**src/rtl/vga_pkg.sv**
```systemverilog
// Shared VGA 640x480@60 timing constants and small helpers.
// Used by vga_timing and by the pixel generators (game_message etc.) so that
// every block agrees on visible area, sync windows and totals.
package vga_pkg;

   // Counter width for hcount/vcount; all totals must fit (<= 2047).
   localparam int unsigned CNT_W = 11;

   // Default timing: 50 MHz system clock, 25 MHz pixel rate.
   localparam int unsigned DEF_CLK_DIV = 2;

   localparam int unsigned DEF_H_VIS  = 640;
   localparam int unsigned DEF_H_FP   = 16;
   localparam int unsigned DEF_H_SYNC = 96;
   localparam int unsigned DEF_H_BP   = 48;

   localparam int unsigned DEF_V_VIS  = 480;
   localparam int unsigned DEF_V_FP   = 10;
   localparam int unsigned DEF_V_SYNC = 2;
   localparam int unsigned DEF_V_BP   = 33;

   // Derived totals (800 x 525 with the defaults).
   localparam int unsigned H_TOTAL = DEF_H_VIS + DEF_H_FP + DEF_H_SYNC + DEF_H_BP;
   localparam int unsigned V_TOTAL = DEF_V_VIS + DEF_V_FP + DEF_V_SYNC + DEF_V_BP;

   // Sync windows, [start, end): columns 656..751, lines 490..491.
   localparam int unsigned H_SYNC_START = DEF_H_VIS + DEF_H_FP;
   localparam int unsigned H_SYNC_END   = H_SYNC_START + DEF_H_SYNC;
   localparam int unsigned V_SYNC_START = DEF_V_VIS + DEF_V_FP;
   localparam int unsigned V_SYNC_END   = V_SYNC_START + DEF_V_SYNC;

   typedef logic [CNT_W-1:0] cnt_t;

   // True when lo <= c < hi (unsigned compare).
   function automatic logic in_window(input cnt_t c, input cnt_t lo, input cnt_t hi);
      return (c >= lo) && (c < hi);
   endfunction

endpackage

```
**src/rtl/clk_en_div.sv**
```systemverilog
// Clock-enable divider: counts 0..DIV-1 and raises tick for the one cycle in
// which the count equals DIV-1.
// Ports: clk (system clock), rst (async, active-low), tick (registered enable).
module clk_en_div #(
   parameter int unsigned DIV = 2
) (
   input  logic clk,
   input  logic rst,
   output logic tick
);

   localparam int unsigned CW = (DIV > 1) ? $clog2(DIV) : 1;
   localparam logic [CW-1:0] LAST = CW'(DIV - 1);

   logic [CW-1:0] cnt_q, cnt_d;
   logic          tick_q, tick_d;

   // Next count and a tick that lines up with the cycle where count == DIV-1.
   always_comb begin
      cnt_d  = (cnt_q == LAST) ? '0 : cnt_q + CW'(1);
      tick_d = (cnt_d == LAST);
   end

   // With DIV=1 the count sits at DIV-1 permanently, so tick is high out of reset.
   always_ff @(posedge clk or negedge rst) begin
      if (!rst) begin
         cnt_q  <= '0;
         tick_q <= (DIV == 1);
      end else begin
         cnt_q  <= cnt_d;
         tick_q <= tick_d;
      end
   end

   assign tick = tick_q;

endmodule

```
**src/rtl/vga_timing.sv**
```systemverilog
// VGA timing generator: pixel/line counters plus sync, blank and tick decode.
// Ports: clk, rst (async, active-low); hcount/vcount (11-bit position);
// hsync/vsync (active-low); blank (high outside visible area);
// pix_tick (1 clk after each advance); frame_tick (1 clk on wrap to (0,0)).
// All decoded outputs are computed from the next counter values so they
// change on the same edge as hcount/vcount.
module vga_timing
   import vga_pkg::*;
#(
   parameter int unsigned CLK_DIV = DEF_CLK_DIV,
   parameter int unsigned H_VIS   = DEF_H_VIS,
   parameter int unsigned H_FP    = DEF_H_FP,
   parameter int unsigned H_SYNC  = DEF_H_SYNC,
   parameter int unsigned H_BP    = DEF_H_BP,
   parameter int unsigned V_VIS   = DEF_V_VIS,
   parameter int unsigned V_FP    = DEF_V_FP,
   parameter int unsigned V_SYNC  = DEF_V_SYNC,
   parameter int unsigned V_BP    = DEF_V_BP
) (
   input  logic             clk,
   input  logic             rst,
   output logic [CNT_W-1:0] hcount,
   output logic [CNT_W-1:0] vcount,
   output logic             hsync,
   output logic             vsync,
   output logic             blank,
   output logic             pix_tick,
   output logic             frame_tick
);

   localparam cnt_t H_LAST = CNT_W'(H_VIS + H_FP + H_SYNC + H_BP - 1);
   localparam cnt_t V_LAST = CNT_W'(V_VIS + V_FP + V_SYNC + V_BP - 1);
   localparam cnt_t HS_BEG = CNT_W'(H_VIS + H_FP);
   localparam cnt_t HS_END = CNT_W'(H_VIS + H_FP + H_SYNC);
   localparam cnt_t VS_BEG = CNT_W'(V_VIS + V_FP);
   localparam cnt_t VS_END = CNT_W'(V_VIS + V_FP + V_SYNC);
   localparam cnt_t H_VIS_C = CNT_W'(H_VIS);
   localparam cnt_t V_VIS_C = CNT_W'(V_VIS);

   logic tick;

   cnt_t hcount_q, hcount_d;
   cnt_t vcount_q, vcount_d;
   logic hsync_q, hsync_d;
   logic vsync_q, vsync_d;
   logic blank_q, blank_d;
   logic pix_tick_q, pix_tick_d;
   logic frame_tick_q, frame_tick_d;

   clk_en_div #(
      .DIV (CLK_DIV)
   ) u_div (
      .clk  (clk),
      .rst  (rst),
      .tick (tick)
   );

   // Counter advance and decode of the values the counters are about to take.
   always_comb begin
      hcount_d     = hcount_q;
      vcount_d     = vcount_q;
      pix_tick_d   = tick;
      frame_tick_d = 1'b0;

      if (tick) begin
         // >= rather than == keeps the counters in range even from a bad state.
         if (hcount_q >= H_LAST) begin
            hcount_d = '0;
            if (vcount_q >= V_LAST) begin
               vcount_d     = '0;
               frame_tick_d = 1'b1;
            end else begin
               vcount_d = vcount_q + CNT_W'(1);
            end
         end else begin
            hcount_d = hcount_q + CNT_W'(1);
         end
      end

      hsync_d = ~in_window(hcount_d, HS_BEG, HS_END);
      vsync_d = ~in_window(vcount_d, VS_BEG, VS_END);
      blank_d = (hcount_d >= H_VIS_C) || (vcount_d >= V_VIS_C);
   end

   // State and registered outputs.
   always_ff @(posedge clk or negedge rst) begin
      if (!rst) begin
         hcount_q     <= '0;
         vcount_q     <= '0;
         hsync_q      <= 1'b1;
         vsync_q      <= 1'b1;
         blank_q      <= 1'b0;
         pix_tick_q   <= 1'b0;
         frame_tick_q <= 1'b0;
      end else begin
         hcount_q     <= hcount_d;
         vcount_q     <= vcount_d;
         hsync_q      <= hsync_d;
         vsync_q      <= vsync_d;
         blank_q      <= blank_d;
         pix_tick_q   <= pix_tick_d;
         frame_tick_q <= frame_tick_d;
      end
   end

   assign hcount     = hcount_q;
   assign vcount     = vcount_q;
   assign hsync      = hsync_q;
   assign vsync      = vsync_q;
   assign blank      = blank_q;
   assign pix_tick   = pix_tick_q;
   assign frame_tick = frame_tick_q;

endmodule

```
**config.mk**
```make
export PLATFORM = sky130hd
export DESIGN_NAME = vga_timing
export DESIGN_NICKNAME = d
export VERILOG_FILES = /design/src/rtl/vga_pkg.sv /design/src/rtl/clk_en_div.sv /design/src/rtl/vga_timing.sv
export SDC_FILE = /design/constraint.sdc
export NUM_CORES = 1
export LEC_CHECK = 0
export ABC_AREA = 0
export BUFFER_PORTS_ARGS = -buffer_cell sky130_fd_sc_hd__buf_2
export CAP_MARGIN = 20
export CORE_MARGIN = 5
export CORE_UTILIZATION = 40
export CTS_BUF_LIST = sky130_fd_sc_hd__clkbuf_8 sky130_fd_sc_hd__clkbuf_16
export DETAILED_ROUTE_END_ITERATION = 8
export PLACE_DENSITY = 0.65
export SYNTH_ARGS = -nofsm -noshare
export SYNTH_HDL_FRONTEND = slang
export SYNTH_HIERARCHICAL = 1
export SYNTH_SLANG_ARGS = --single-unit
```
**constraint.sdc**
```tcl
create_clock -name clk -period 3.8 [get_ports clk]
set_clock_uncertainty 0.1 [all_clocks]
set_input_delay 1.14 -clock clk [delete_from_list [all_inputs] [get_ports clk]]
set_output_delay 1.14 -clock clk [all_outputs]
set_load 0.1 [all_outputs]
```
# [Yosys cells after proc, flatten, opt, wreduce, memory -nomap -nowiden]
# Index checks and enable logic that the tools add are counted.
# W data, S select, Z words.
[classes] n_addsub=3 order_cmp=8 n_mux=9 n_bitwise=2 reduce_logical=3
[ops] op="$mux W11" count=5
[ops] op="$ge A11 B10 Y1 const B" count=4
[ops] op="$add A11 B1 Y11 const B" count=2
[ops] op="$ge A11 B9 Y1 const B" count=2
[ops] op="$lt A11 B10 Y1 const B" count=1
[ops] op="$lt A11 B9 Y1 const B" count=1
[ops] op="$mux W1" count=4
[ops] op="$logic_and A1 B1 Y1" count=2
[ops] op="$not A1 Y1" count=2
[ops] op="$add A1 B1 Y1 const B" count=1
[ops] op="$logic_or A1 B1 Y1" count=1
[word_totals] register_bits=28 input_bits=2 out_inout_bits=27 elab_cells=33

# [Longest topological paths before layout]
# Gate-level depths: netlist (run 1).
[depth] word_depth=7 mapped_depth=8 mapped_depth_nobuf=7

# [Cells and area by module]
# Netlist (run 1), hierarchy kept.
[by_module_without_submodules] module="vga_timing" instances=1 cells_per_inst=188 area_each_um2=1629.1 seq_area_each_um2=678.2
[by_module_without_submodules] module="clk_en_div" instances=1 cells_per_inst=2 area_each_um2=28.8 seq_area_each_um2=25.0

# [Worst setup path after synthesis (run 1)]
# OpenSTA, ideal clock, no wires.
[synth_path] path_kind="flip-flop to flip-flop" from="register hcount_q[0] (netlist: hcount[0])" to="register vsync_q (netlist: vsync)" setup_ns=0.101 t_arrival_ns=2.611 t_required_ns=3.599 path_slack_ns=0.988 path_stages_with_launch=8 path_cell_list="dfrtp_1 ha_1 a21oi_1 o21a_4 or4_4 a211oi_2 o22a_1 o2111ai_1"
[synth_via] elab_chain_len=6 elab_cells_between_ends=7 classes_between="3 x order compare; 2 x mux; 1 x bitwise; 1 x reduce/logical"
[synth_rtl] item="start, declared" line_no="vga_timing.sv:42" text="cnt_t hcount_q, hcount_d;"
[synth_rtl] item="start signal, assigned" line_no="vga_timing.sv:96" text="hcount_q <= hcount_d;"
[synth_rtl] item="$ge A11 B10 Y1 (*)" line_no="vga_timing.sv:67" text="if (hcount_q >= H_LAST) begin"
[synth_rtl] item="$mux W11 (*)" line_no="vga_timing.sv:67"
[synth_rtl] item="$mux W11 (*)" line_no="vga_timing.sv:65" text="if (tick) begin"
[synth_rtl] item="$ge A11 B9 Y1 / $lt A11 B9 Y1 (equally long branches)" line_no="vga_pkg.sv:36" text="return (c >= lo) && (c < hi);"
[synth_rtl] item="$logic_and A1 B1 Y1 (*)" line_no="vga_pkg.sv:36"
[synth_rtl] item="$not A1 Y1 (*)" line_no="vga_timing.sv:81" text="vsync_d = ~in_window(vcount_d, VS_BEG, VS_END);"
[synth_rtl] item="via vsync_d" line_no="vga_timing.sv:45" text="logic vsync_q, vsync_d;"
[synth_rtl] item="end signal, assigned" line_no="vga_timing.sv:99" text="vsync_q <= vsync_d;"
[synth_rtl] item="end, declared" line_no="vga_timing.sv:45"
# Mark *: on every way through the listed nets, which the timed path passes. The rest lies on a longest branch.

# [Worst setup path in the final report (run 1)]
[layout_path] from="register vcount_q[5] (netlist: vcount[5])" to="output vcount[5]"
[layout_lines] item="start, declared" line_no="vga_timing.sv:43" text="cnt_t vcount_q, vcount_d;"
[layout_lines] item="start signal, assigned" line_no="vga_timing.sv:97" text="vcount_q <= vcount_d;"
[layout_lines] item="end, declared" line_no="vga_timing.sv:23" text="output logic [CNT_W-1:0] vcount,"
# No word-level cell between the ends.

==> results.toml, run 1 <==
[status]
status = "complete, no violations"

[placement]
io_buffers = 28
dpl.hpwl_um = 2910
gp_congestion = 0.941

[detailed_routing]
wl_um = 3920
via_per_inst = 5.63
drtPass1Iterations = 4
vias = 1487
first_iter_violations = 108
drc = 0
wl_per_cell_um = 14.9
postRouteAntennaNets = 0

[timing]
finalCritPeriodShare_pct = 67.2
max_clock_freq_ghz = 0.392
min_period_ns = 2.55
tightestPinTransition_ns = 0.643
timing.slew.headroom_pct = 57.0
rsz0062_at_grt = "false"
final-hold-violation-count = 0
tns_ns = 0
slew_violations = 0
setup_viol = 0

[global_route]
antenna_found_initial = 0
grt_util_all_layers_pct = 15.0
grt_pass1_wl_um = 6550
grt_pass1_vias = 1366
overflow = 0
grt_max_degree = 29

[worst_hold_path]
holdPathStages = 1
worstHoldStart = "vcount[9]"
hold_path.class = "reg -> reg"

[logic_synthesis]
ys.warnings.count = 6
yosysUniqueCellTypes = 47
synth_ff_type = "dfrtp_1"
yosysTopAreaCell = "dfrtp_1"
async_reset_ff_share_pct = 100
synthMuxAreaShare_pct = 1.81
yosys.area_share.simple_pct = 26.3
synth-compound-area-share_pct = 19.9
synthTopCellsByArea = "dfrtp_1 (39%), nand2_1 (5.7%), o21ai_0 (4.8%)"
synth_xor_area_share_pct = 2.64
avgSynthCellArea_sq_um = 8.73
synth_top_family_by_area = "simple AND/OR/NAND/NOR gates"
synth_top_area_share_pct = 39.2
synth-edff-count = 0
seq_area_frac_synth_pct = 42.4
synthAdderAreaFrac_pct = 2.26
synthTopCellsByCount = "dfrtp_1 (26), nand2_1 (25), nor2_1 (18), o21ai_0 (16), inv_1 (9)"
syn-num-nets = 195
ys_seq_elements = 28
netlist_area_sq_um = 1660
yosysMostFrequentCell = "dfrtp_1"
synthCells = 190

[cells_and_area]
syn2layout_area_growth_pct = 13.4
diodes = 0
drive_above_1_share_pct = 19.2
nets = 220

[cts]
clk_pin_slew_worst_paths_ns = 0.09
cts-root-buf = "clkbuf_8"
post-cts-setup-buffer-count = 0
ctsResizeCount = 0
cts_tree = "done"
hold_buffers = 0
cts_buffers = 3
clock_sinks = 28
h-tree-depth = 1
cts_buffer_depth = 2
insertion_delay_ns = 0.27

[pwr]
vdd_drop_max_v = 0.000113
p_per_area_nw_per_um2 = 258
p_total_mw = 0.486
power_leakage_nw = 0.855

[critical_path]
start_kind = "register"
cp_cell_sequence = "buf_2"
setup.worst_path.end = "vcount[5]"
cp_top_family = "flip-flops"
worstSetupPathDepth = 1
cp.arrival_ns = 1.31
critPathCaptureType = "output port"
r2r-end = "vsync"
worstPathMaxFanout = 10
crit_start = "vcount[5]"
r2r_start = "hcount[7]"
critPathSlowestCell = "dfrtp_1"
rrSetupSlack_ns = 1.38
crit_buf_inv = 1
crit_path_max_incr_delay_ns = 0.55
cp.required_ns = 2.56
reg2regPathDepth = 6
critical_path_class = "reg -> out"

[die]
dieHeight_um = 74.4
start_util_pct = 41.4
die_w_um = 74.4
rows = 23
core_area_sq_um = 4000
fp.dieArea_sq_um = 5530
io-pin-count = 29

[flow_run]
drv_cap = 0
metrics by stage:
stage | utilization [%] | std cells | hold slack, ns | instance area, sq um | setup WS [ns]
after detailed placement | 45.6 | 260 | 0.462 | 1820 | 1.41
after floorplan | - | 190 | 0.292 | 1660 | 0.988
after global routing | 47.0 | 264 | 0.518 | 1880 | 1.10
final | 47.0 | 264 | 0.479 | 1880 | 1.25
after global placement | 45.6 | 260 | 0.447 | 1820 | 1.39
after CTS | 47.0 | 264 | 0.484 | 1880 | 1.24
worst reg2reg max path, cell delays in order, from the launching register on:
cell	delay, ns
dfrtp_1	0.48
nor4_1	0.47
o21ai_0	0.27
nand2_1	0.38
nor3_1	0.16
o31ai_1	0.32
o2111ai_1	0.16
logic make-up after synthesis:
logic type	after synthesis
and+or+nand+nor	84
AOI/OAI and AO/OA	49
DFF	28
buffers and inverters	18
xor gates and xnor gates	5
muxes	3
adders and majority gates	3
where the power goes:
group	switching, mW	internal [mW]
Combinational	0.00551	0.000368
Clock	0.0892	0.0926
Sequential	0	0.298
Total	0.0947	0.391
placed cells by master, fill, tap and decap left out, drive strengths merged, types with 2 or more instances in the layout:
| cell | synthesis | layout |
|---|---|---|
| xnor2 | 4 | 4 |
| and3 | 4 | 4 |
| nor4 | 3 | 3 |
| o22ai | 3 | 3 |
| nand2 | 25 | 25 |
| a211oi | 2 | 2 |
| buf | 6 | 29 |
| or4 | 3 | 3 |
| dfrtp | 26 | 26 |
| nor2b | 4 | 4 |
| a21oi | 5 | 5 |
| a22oi | 2 | 2 |
| nand3 | 8 | 8 |
| nor3 | 5 | 5 |
| dfstp | 2 | 2 |
| clkbuf | 3 | 4 |
| nor2 | 18 | 18 |
| or3 | 3 | 3 |
| mux2i | 3 | 3 |
| a21o | 3 | 3 |
| o21ai | 16 | 16 |
| inv | 9 | 9 |
| o21a | 3 | 3 |
| nand4 | 5 | 5 |
| ha | 3 | 3 |
| o31ai | 7 | 7 |
layer usage:
layer	global-route usage, %	part of all wire, %	vias to the layer above	routed length, um
li1	-	-	736	-
met1	20.0	46	708	1800
met2	25.1	48	35	1880
met3	2.30	4.6	8	180
met4	4.15	1.7	0	67
met5	0	0	-	0
flip-flops by register name, summed over array words and instances (netlist names):
name,count
blank,1
hcount,11
hsync,1
vcount,11
frame_tick,1
u_div/cnt_q,1
vsync,1
pix_tick,1
how the worst min path moves through the flow:
stage | to
floorplan | pix_tick
global placement | hcount[0]
detailed placement | vcount[9]
CTS | vcount[9]
global route | vcount[9]
finish | vcount[9]
area by class of cell:
| class | count | area, sq um |
|---|---|---|
| Clock buffer | 4 | 55.1 |
| Fill cell | 410 | 2120 |
| Inverter | 9 | 33.8 |
| Multi-Input combinational cell | 144 | 877 |
| Sequential cell | 28 | 703 |
| Tap cell | 50 | 62.6 |
| Timing Repair Buffer | 29 | 148 |
(Power assumes the default switching activity.)
==> run 2: changes to the inputs <==
--- a/config.mk
+++ b/config.mk
@@ -12,7 +12,7 @@
 export CORE_UTILIZATION = 40
 export CTS_BUF_LIST = sky130_fd_sc_hd__clkbuf_8 sky130_fd_sc_hd__clkbuf_16
 export DETAILED_ROUTE_END_ITERATION = 8
-export PLACE_DENSITY = 0.65
+export PLACE_DENSITY = 0.68
 export SYNTH_ARGS = -nofsm -noshare
 export SYNTH_HDL_FRONTEND = slang
 export SYNTH_HIERARCHICAL = 1
==> constraint.sdc (replaced) <==
create_clock -name clk -period 2.09 [get_ports clk]
set_clock_uncertainty 0.1 [all_clocks]
set_input_delay 0.627 -clock clk [delete_from_list [all_inputs] [get_ports clk]]
set_output_delay 0.627 -clock clk [all_outputs]
set_load 0.1 [all_outputs]
==> results.toml, run 2 (synthesis results as in run 1) <==
[status]
status = "complete, no violations"

[die]
core_area_sq_um = 4000
rows = 23
dieHeight_um = 74.4
start_util_pct = 41.4
io-pin-count = 29
fp.dieArea_sq_um = 5530
die_w_um = 74.4

[timing]
slew_violations = 0
timing.slew.headroom_pct = 58.3
max_clock_freq_ghz = 0.493
setup_viol = 0
tightestPinTransition_ns = 0.626
min_period_ns = 2.03
finalCritPeriodShare_pct = 97.0
final-hold-violation-count = 0

[critical_path]
setup.worst_path.end = "vsync"
rrSetupSlack_ns = 0.06
reg2regPathDepth = 6
cp.required_ns = 2.18
worstPathMaxFanout = 6
r2r_start = "vcount[1]"
cp.arrival_ns = 2.12
crit_start = "vcount[1]"
r2r-end = "vsync"
critical_path_class = "reg -> reg"
start_kind = "register"
critPathCaptureType = "register"

[detailed_routing]
first_iter_violations = 75
drtPass1Iterations = 4
postRouteAntennaNets = 0
wl_um = 4310
drc = 0
wl_per_cell_um = 14.8
via_per_inst = 5.48
vias = 1594

[placement]
dp.cells = 276
gp_congestion = 0.824
dpl.hpwl_um = 3070
io_buffers = 28

[cts]
clock_sinks = 28
cts_tree = "done"
cts_buffer_depth = 2
hold_buffers = 0
h-tree-depth = 1
cts-root-buf = "clkbuf_8"
insertion_delay_ns = 0.28
cts_buffers = 3
clk_pin_slew_worst_paths_ns = 0.09

[worst_hold_path]
hold_path.class = "in -> async"

[global_route]
overflow = 0
grt_pass1_vias = 1508
grt_pass1_wl_um = 6930
antenna_found_initial = 0
grt_util_all_layers_pct = 16.0
grt_max_degree = 29

[cells_and_area]
final_common_cell = "buf_2"
drive_above_1_share_pct = 43.6
nets = 247
fin_util_pct = 55.7
diodes = 0
layoutNonFillerInstCount = 291
mostFrequentLayoutCells = "buf_2 (28), buf_4 (27), nand2_1 (25)"
syn2layout_area_growth_pct = 34.3

[pwr]
power_leakage_nw = 0.957
vdd_drop_max_v = 0.000206
p_per_area_nw_per_um2 = 401

[flow_run]
drv_cap = 0
[run 2: report_power, final]
part           internal, mW  switching [mW]
Combinational      0.000670          0.0102
Sequential            0.541               0
Clock                 0.169           0.172
Total                 0.711           0.182
[run 2: per-layer routing]
metal	part of all wire (%)	GRT usage [%]
met1	47	21.2
met2	47	26.5
met3	4.2	2.43
met4	1.9	5.53
met5	0	0
[run 2: area by class of cell]
type	count	area (sq um)
clock buffers	4	55.1
fillers	384	1770
inverters	9	33.8
multi-input cells	144	970
flip-flops and latches	28	758
well taps	50	62.6
repair buffers	56	348
[run 2: what timing repair did]
item	CTS	global route
setup buffers	0	11
gates resized for setup	0	11
endpoints found under the setup margin	0	4
[run 2: worst min path at each step]
stage               from         to  slack [ns]
3_3_place_gp   vcount[9]  vcount[9]        0.42
4_1_cts              rst  hcount[7]        0.27
2_1_floorplan        rst      blank        0.23
6_report             rst  hcount[2]        0.25
3_5_place_dp   vcount[9]  vcount[9]        0.42
5_1_grt              rst  hcount[7]        0.30
[run 2: critical path: stages (launching register included)]
cell,delay (ns)
dfrtp_4,0.47
nand3_2,0.11
or3_4,0.40
or3b_1,0.39
o22ai_2,0.12
o22a_1,0.21
o2111ai_2,0.14
[run 2: per-stage QoR]
stage	TNS, ns	cell area [sq um]	power [mW]	setup slack (ns)	hold WS, ns
global route	-0.0123	2230	0.924	-0.00735	0.305
floorplan	-0.367	1750	0.552	-0.163	0.231
detailed placement	0	2030	0.564	0.0289	0.424
finish	0	2230	0.893	0.0624	0.253
CTS	0	2090	0.903	0.0154	0.272
global placement	0	2030	0.564	0.0767	0.423
